==> src/rtl/mem_stage.sv <==
// rtl/mem_stage.sv - CPU memory stage: data-memory and accelerator-bus access, stall, MEM/WB register
module mem_stage #(
  parameter int ADDR_W = 16,
  parameter int BUS_TO = 255,
  parameter int TO_W   = 8
) (
  input  logic              clk,
  input  logic              rst_n,
  input  logic              mem_regwrite_in,
  input  logic              mem_memtoreg_in,
  input  logic              mem_bustoreg_in,
  input  logic              mem_memread_in,
  input  logic              mem_memwrite_in,
  input  logic [15:0]       mem_alu_in,
  input  logic [15:0]       mem_wrdata_in,
  input  logic [3:0]        mem_regwraddr_in,
  output logic              dmem_req,
  output logic              dmem_we,
  output logic [ADDR_W-1:0] dmem_addr,
  output logic [15:0]       dmem_wdata,
  input  logic [15:0]       dmem_rdata,
  input  logic              dmem_ack,
  output logic              bus_req,
  output logic [15:0]       bus_addr,
  input  logic [15:0]       bus_rdata,
  input  logic              bus_valid,
  output logic              mem_stall,
  output logic              fwd_regwrite,
  output logic              fwd_memread,
  output logic [3:0]        fwd_regwraddr,
  output logic [15:0]       fwd_regwrdata,
  output logic              wb_regwrite_out,
  output logic [3:0]        wb_regwraddr_out,
  output logic [15:0]       wb_regwrdata_out,
  output logic              bus_err
);

  typedef enum logic [1:0] {S_IDLE, S_MEM_WAIT, S_BUS_WAIT} state_t;

  state_t          state;
  logic [TO_W-1:0] to_cnt;
  logic            mem_op;
  logic            bus_op;
  logic            bus_timeout;
  logic [15:0]     bus_data;
  logic [15:0]     wb_data_nxt;

  // A memory op wins over a bus read carried by the same instruction.
  assign mem_op = mem_memread_in | mem_memwrite_in;
  assign bus_op = mem_bustoreg_in & ~mem_op;

  // Requests are gated by rst_n so they drop the instant reset asserts.
  assign dmem_req = rst_n & (((state == S_IDLE) & mem_op) | (state == S_MEM_WAIT));
  assign bus_req  = rst_n & (((state == S_IDLE) & bus_op) | (state == S_BUS_WAIT));

  assign dmem_we    = mem_memwrite_in;
  assign dmem_addr  = mem_alu_in[ADDR_W-1:0];
  assign dmem_wdata = mem_wrdata_in;
  assign bus_addr   = mem_alu_in;

  assign bus_timeout = (state == S_BUS_WAIT) & (to_cnt == TO_W'(BUS_TO)) & ~bus_valid;

  assign mem_stall = (dmem_req & ~dmem_ack) | (bus_req & ~bus_valid & ~bus_timeout);

  assign fwd_regwrite  = mem_regwrite_in;
  assign fwd_memread   = mem_memread_in | mem_bustoreg_in;
  assign fwd_regwraddr = mem_regwraddr_in;
  assign fwd_regwrdata = mem_alu_in;

  // A timed-out bus read returns zero.
  assign bus_data    = bus_valid ? bus_rdata : 16'h0000;
  assign wb_data_nxt = mem_memtoreg_in ? dmem_rdata :
                       bus_op          ? bus_data   : mem_alu_in;

  always_ff @(posedge clk or negedge rst_n) begin
    if (!rst_n) begin
      state            <= S_IDLE;
      to_cnt           <= '0;
      bus_err          <= 1'b0;
      wb_regwrite_out  <= 1'b0;
      wb_regwraddr_out <= 4'd0;
      wb_regwrdata_out <= 16'h0000;
    end else begin
      case (state)
        S_IDLE: begin
          if (mem_op && !dmem_ack) begin
            state <= S_MEM_WAIT;
          end else if (bus_op && !bus_valid) begin
            state  <= S_BUS_WAIT;
            to_cnt <= '0;
          end
        end
        S_MEM_WAIT: begin
          if (dmem_ack) state <= S_IDLE;
        end
        S_BUS_WAIT: begin
          to_cnt <= to_cnt + 1'b1;
          if (bus_valid || bus_timeout) state <= S_IDLE;
        end
        default: state <= S_IDLE;
      endcase

      if (bus_timeout) bus_err <= 1'b1;

      if (mem_stall) begin
        wb_regwrite_out <= 1'b0;
      end else begin
        wb_regwrite_out  <= mem_regwrite_in;
        wb_regwraddr_out <= mem_regwraddr_in;
        wb_regwrdata_out <= wb_data_nxt;
      end
    end
  end

endmodule

==> config.mk <==
export PLATFORM = sky130hd
export DESIGN_NAME = mem_stage
export DESIGN_NICKNAME = d
export VERILOG_FILES = /design/src/rtl/mem_stage.sv
export SDC_FILE = /design/constraint.sdc
export NUM_CORES = 1
export LEC_CHECK = 0
export BUFFER_PORTS_ARGS = -buffer_cell sky130_fd_sc_hd__buf_2
export CAP_MARGIN = 20
export CORE_UTILIZATION = 40
export CTS_CLUSTER_DIAMETER = 150
export DETAILED_ROUTE_END_ITERATION = 12
export PLACE_DENSITY = 0.78
export SLEW_MARGIN = 20
export SYNTH_ARGS = -nofsm -noshare
export SYNTH_HDL_FRONTEND = slang
export SYNTH_SLANG_ARGS = --single-unit
export TNS_END_PERCENT = 100
==> constraint.sdc <==
create_clock -name clk -period 1.95 [get_ports clk]
set_input_delay 0.195 -clock clk [delete_from_list [all_inputs] [get_ports clk]]
set_output_delay 0.195 -clock clk [all_outputs]
set_load 0.02 [all_outputs]
# Word-level counts from Yosys, hierarchy flattened
# Cells that the tools add are included.
[word_totals]
reg_bits = 32
latch_bits = 0
mem_bits_rw = 0
rom_bits = 0
elab_cells = 55
n_memories = 0
[op_classes]
n_addsub = 1
n_mul = 0
div = 0
n_lt_le_gt_ge = 0
eq_ne = 8
shifts = 0
n_mux = 12
bitwise_logic = 19
n_reduce_logical = 9
[op_table]
columns = ["op", "n"]
rows = [
  ["16-bit 2-to-1 mux", 3],
  ["8-bit 2-to-1 mux", 2],
  ["8-bit one-hot mux with 2 select lines", 1],
  ["1-bit bitwise AND", 10],
  ["8-bit by 1-bit adder with 8-bit output, second input constant", 1],
  ["8-bit equality test, second input constant", 1],
  ["2-bit 2-to-1 mux", 4],
  ["2-bit one-hot mux with 3 select lines", 1],
  ["3-bit AND reduction", 2],
  ["1-bit OR", 5],
  ["2-bit by 1-bit inequality test with 1-bit output, second input constant", 2],
  ["2-bit inequality test, second input constant", 2],
  ["1-bit inverter", 4],
  ["3-bit by 1-bit inequality test with 1-bit output, second input constant", 1],
  ["2-bit by 1-bit equality test with 1-bit output, second input constant", 1],
  ["2-bit equality test, second input constant", 1],
  ["1-bit logical AND", 2],
  ["1-bit logical NOT", 2],
  ["2-bit logical NOT", 1],
  ["2-bit nonzero test", 1],
  ["1-bit logical OR", 1],
  ["1-bit 2-to-1 mux", 1],
]

# Logic depth before layout (Yosys ltp)
[depth]
word_depth = 10
ltp_mapped = 6
depth_no_buf = 5

# Worst setup path before layout
# No wires, ideal clock.
[synth_timing]
path_kind = "register to register"
from = "register state[0]"
to = "register wb_regwraddr_out[3]"
t_arrival_ns = 1.595
slack_ns = 0.230
stages_incl_launch_ff = 7
n_path_buf = 2
synth_period_minus_slack_ns = 1.720
path_cell_list = "dfrtp_1 > buf_4 > nor3_2 > mux2i_1 > o2bb2ai_2 > buf_6 > mux2_4"
[synth_between]
elab_chain_cells = 7
[synth_lines]
columns = ["element", "line", "source"]
rows = [
  ["start: declaration", "40", "state_t state;"],
  ["start signal: assignment", "77", "state <= S_IDLE;"],
  ["start signal: assignment", "87", "state <= S_MEM_WAIT;"],
  ["start signal: assignment", "89", "state <= S_BUS_WAIT;"],
  ["2-bit logical NOT", "53, 54", ""],
  ["1-bit bitwise AND", "54", "assign bus_req = rst_n & (((state == S_IDLE) & bus_op) | (state == S_BUS_WAIT));"],
  ["1-bit OR", "54", ""],
  ["1-bit bitwise AND", "54", ""],
  ["1-bit bitwise AND (2 in a row)", "63", "assign mem_stall = (dmem_req & ~dmem_ack) | (bus_req & ~bus_valid & ~bus_timeout);"],
  ["1-bit OR *", "63", ""],
  ["via mem_stall", "27", "output logic mem_stall,"],
  ["end signal: assignment", "109", "wb_regwraddr_out <= mem_regwraddr_in;"],
  ["end: declaration", "33", "output logic [3:0] wb_regwraddr_out,"],
]
# Mark *: on every way through the listed nets, which the timed path passes. The rest lies on a longest branch.
# A chain may end at the register's enable or synchronous reset.

# Final worst setup path
[layout_timing]
from = "register state[0]"
to = "output port mem_stall"
[layout_between]
elab_chain_cells = 7
[layout_lines]
columns = ["element", "line"]
rows = [
  ["2-bit logical NOT", "53, 54"],
  ["1-bit bitwise AND", "54"],
  ["1-bit OR", "54"],
  ["1-bit bitwise AND", "54"],
  ["1-bit bitwise AND (2 in a row)", "63"],
  ["1-bit OR *", "63"],
  ["end: declaration", "27"],
]
# Every way passes the cells marked *; elsewhere a longest branch is shown, timed or not.

==> results.ini <==
[job]
cap_violations=0

[yosys]
synthXorXnorAreaFrac=0
synthArstFlopShare=1.00
synth_top_family_by_area=buffers and inverters
yosys_most_used_dff=dfrtp_1
ys_ff_latch=32
yosys_warnings=0
synth-compound-area-share=0.0812
avgSynthCellArea_um2=9.76
ys_seq_area_frac=0.323
syn_area_um2=2480
syn_inst=254
syn_nets=332
yosys.area_share.simple=0.154
synth_edf_count=0
synth_cell_types=36
synth_mux_area_frac=0.191
synthAdderAreaFrac=0.00505

[die]
core_area_um2=5960
die_h_um=80.7
die_area_um2=6520
ioPinCount=173
fp.dieW_um=80.7
rows=28
initial_core_util=0.416

[clock_tree]
clock-sinks=32
root_buffer=clkbuf_8
worstSkewPairLatency_ns=0.28
htreeDepth=2
cts_buffers=5
clk_pin_slew_ns=0.07
cts_tree=yes
clk_path_buf_depth=2

[worst_setup_path]
slowest_delay_ns=0.41
path_class=register to output port
crit_path_start_kind=register
crit_family=flip-flops
path_buf_inv=2
worstPathRequired_ns=1.75
cp_slowest_cell=dfrtp_1
cp-end-kind=output port
crit_chain=nor3_4 -> mux2i_2 -> o2bb2ai_4 -> buf_6 -> buf_2
worstPathMaxFanout=4
worst_ep_arrival_time_ns=1.67

[drt]
dr_wl_met3_um=311
wl_met1_um=2220
route.detailed.drc=0
drt_iter0_markers=75
viasPerCell=4.75
highest_layer=met4
vias=1928
wl_per_cell_um=12.9
first_pass_iters=4
routed_wl_um=5260
ant_nets=0
wl_met2_um=2620

[layout]
area_delta_synth_final_pct=16.6
fin_area_um2=2890
instances_no_fill=406
multi_input_area_um2=1100
seqCellArea_um2=801
fill_cells=556
drive_gt1_frac=0.565
nets=408
antenna-diode-count=0

[placement]
routabilityCongestion=0.791
post_dp_cell_area_um2=2760
numPortBuffers=140
placedCellCount=396
dp_hpwl_um=4140

[min_path]
holdCritPathClass=primary input to register

[pwr]
internal_power_w=0.00132
seqPwrFrac=0.413
p_sw_w=0.000656
combPwrFrac=0.325
p_clk_frac=0.262
p_per_area_nw_per_um2=682
p_leak_nw=1.49
switching_share=0.332
ir_drop_v=0.000321

[sta]
fin_crit_sh=0.956
tns_ns=0
max_freq_mhz=536
setup-violations-final=0
fin_crit_ns=1.87
skew_ns=0.00862
slew_violations=0
hold_violations=0
maxSlewHeadroom=0.688
worst_slew_pin_slew_ns=0.469
rsz0062_at_grt=no
fin_hold_ws_ns=0.0965

[global_routing]
grt_antenna_before_repair=0
grt_pass1_vias=1751
overflow=0
grt_pass1_wl_um=8120
grt_max_degree=33
track_usage=0.162

[status]
status=finished clean

through the flow:
stage                     power (W)  setup slack, ns   util
after floorplan             0.00133            0.230      -
after global placement      0.00145            0.210  0.464
after detailed placement    0.00146            0.138  0.464
after CTS                   0.00200           0.0385  0.485
after global routing        0.00211          0.00265  0.486
final                       0.00197           0.0849  0.486
final timing paths:
path / startpoint / endpoint / slack [ns] / depth (start not counted)
min in group asynchronous: rst_n / state[1] / 0.38 / 3
worst min-delay path: dmem_ack / state[0] / 0.1 / 2
worst max register to register: state[0] / wb_regwrdata_out[5] / 0.11 / 6
worst min register to register: bus_err / bus_err / 0.45 / 1
worst max-delay path: state[0] / mem_stall / 0.08 / 5
max in group asynchronous: rst_n / wb_regwraddr_out[2] / 1.34 / 3
placed cells by master (no fill, tap or decap), drive strengths merged, types with 2 or more instances in the layout:
master and n:
buf 149, dfrtp 32, nand2 24, o21ai 21
mux2 21, mux2i 17, and2 16, clkbuf 6
nor2 5, nand3 4, nor3b 4, nand2b 3
or4 3, a22o 3, nor3 3, inv 2
a21o 2, clkinv 2
metal layers:
metal,vias to the layer above,track usage
li1,941,-
met1,887,0.192
met2,85,0.291
met3,15,0.0236
met4,0,0.0696
met5,-,0
flip-flops by register name, summed over array words and instances, names as in the netlist:
name	cells
wb_regwraddr_out	4
wb_regwrite_out	1
wb_regwrdata_out	16
to_cnt	8
bus_err	1
state	2
cell families (layout without fill, tap and decap cells):
| family | count (synthesis) | in the layout |
|---|---|---|
| AO/OA/AOI/OAI | 32 | 32 |
| adder cells (fa/ha/maj) | 1 | 1 |
| buffers and inverters | 83 | 160 |
| flip-flops | 32 | 32 |
| multiplexers | 38 | 38 |
| AND/OR/NAND/NOR | 68 | 68 |
final cells by class:
class / count / area share
Multi-Input combinational cell: 139 / 0.380
Sequential cell: 32 / 0.277
Timing Repair Buffer: 150 / 0.276
Tap cell: 75 / 0.0324
Clock buffer: 6 / 0.0285
Clock inverter: 2 / 0.00346
Inverter: 2 / 0.00260
worst reg2reg max path, stage by stage, from the launching register on:
cell	delay, ns
dfrtp_1	0.41
nor3_4	0.21
mux2i_2	0.31
o2bb2ai_4	0.17
buf_6	0.14
buf_4	0.18
mux2_4	0.31
synthesized netlist by cell type (2+ instances only):
cell	n	area, µm²
nor3b_1	3	22.5
mux2i_1	17	170
or4_1	3	22.5
dfrtp_1	32	801
nand3_1	4	20.0
nor2_1	5	18.8
o21ai_0	20	100
buf_4	73	548
a21o_1	2	15.0
mux2_4	18	270
nand2_1	24	90.1
a22o_1	3	26.3
clkbuf_1	4	15.0
mux2_2	3	33.8
buf_6	3	33.8
inv_1	2	7.51
and2_1	16	100
nand2b_1	3	18.8
nor3_1	2	10.0
power groups by stage:
stage / Clock (W) / Sequential [W] / Combinational, W
after global routing: 0.000583 / 0.000824 / 0.000699
after CTS: 0.000543 / 0.000813 / 0.000649
after floorplan: 0 / 0.000876 / 0.000457
after detailed placement: 0 / 0.000823 / 0.000640
after global placement: 0 / 0.000820 / 0.000625
final: 0.000517 / 0.000814 / 0.000640
timing repair:
action / 4_1_cts / 5_1_grt
setup buffers: 1 / 0
endpoints found under the hold margin: 32 / 0
endpoints found under the setup margin: 1 / 4
hold buffers: 1 / 0
gates resized for setup: 3 / 2
(Power assumes the default switching activity.)
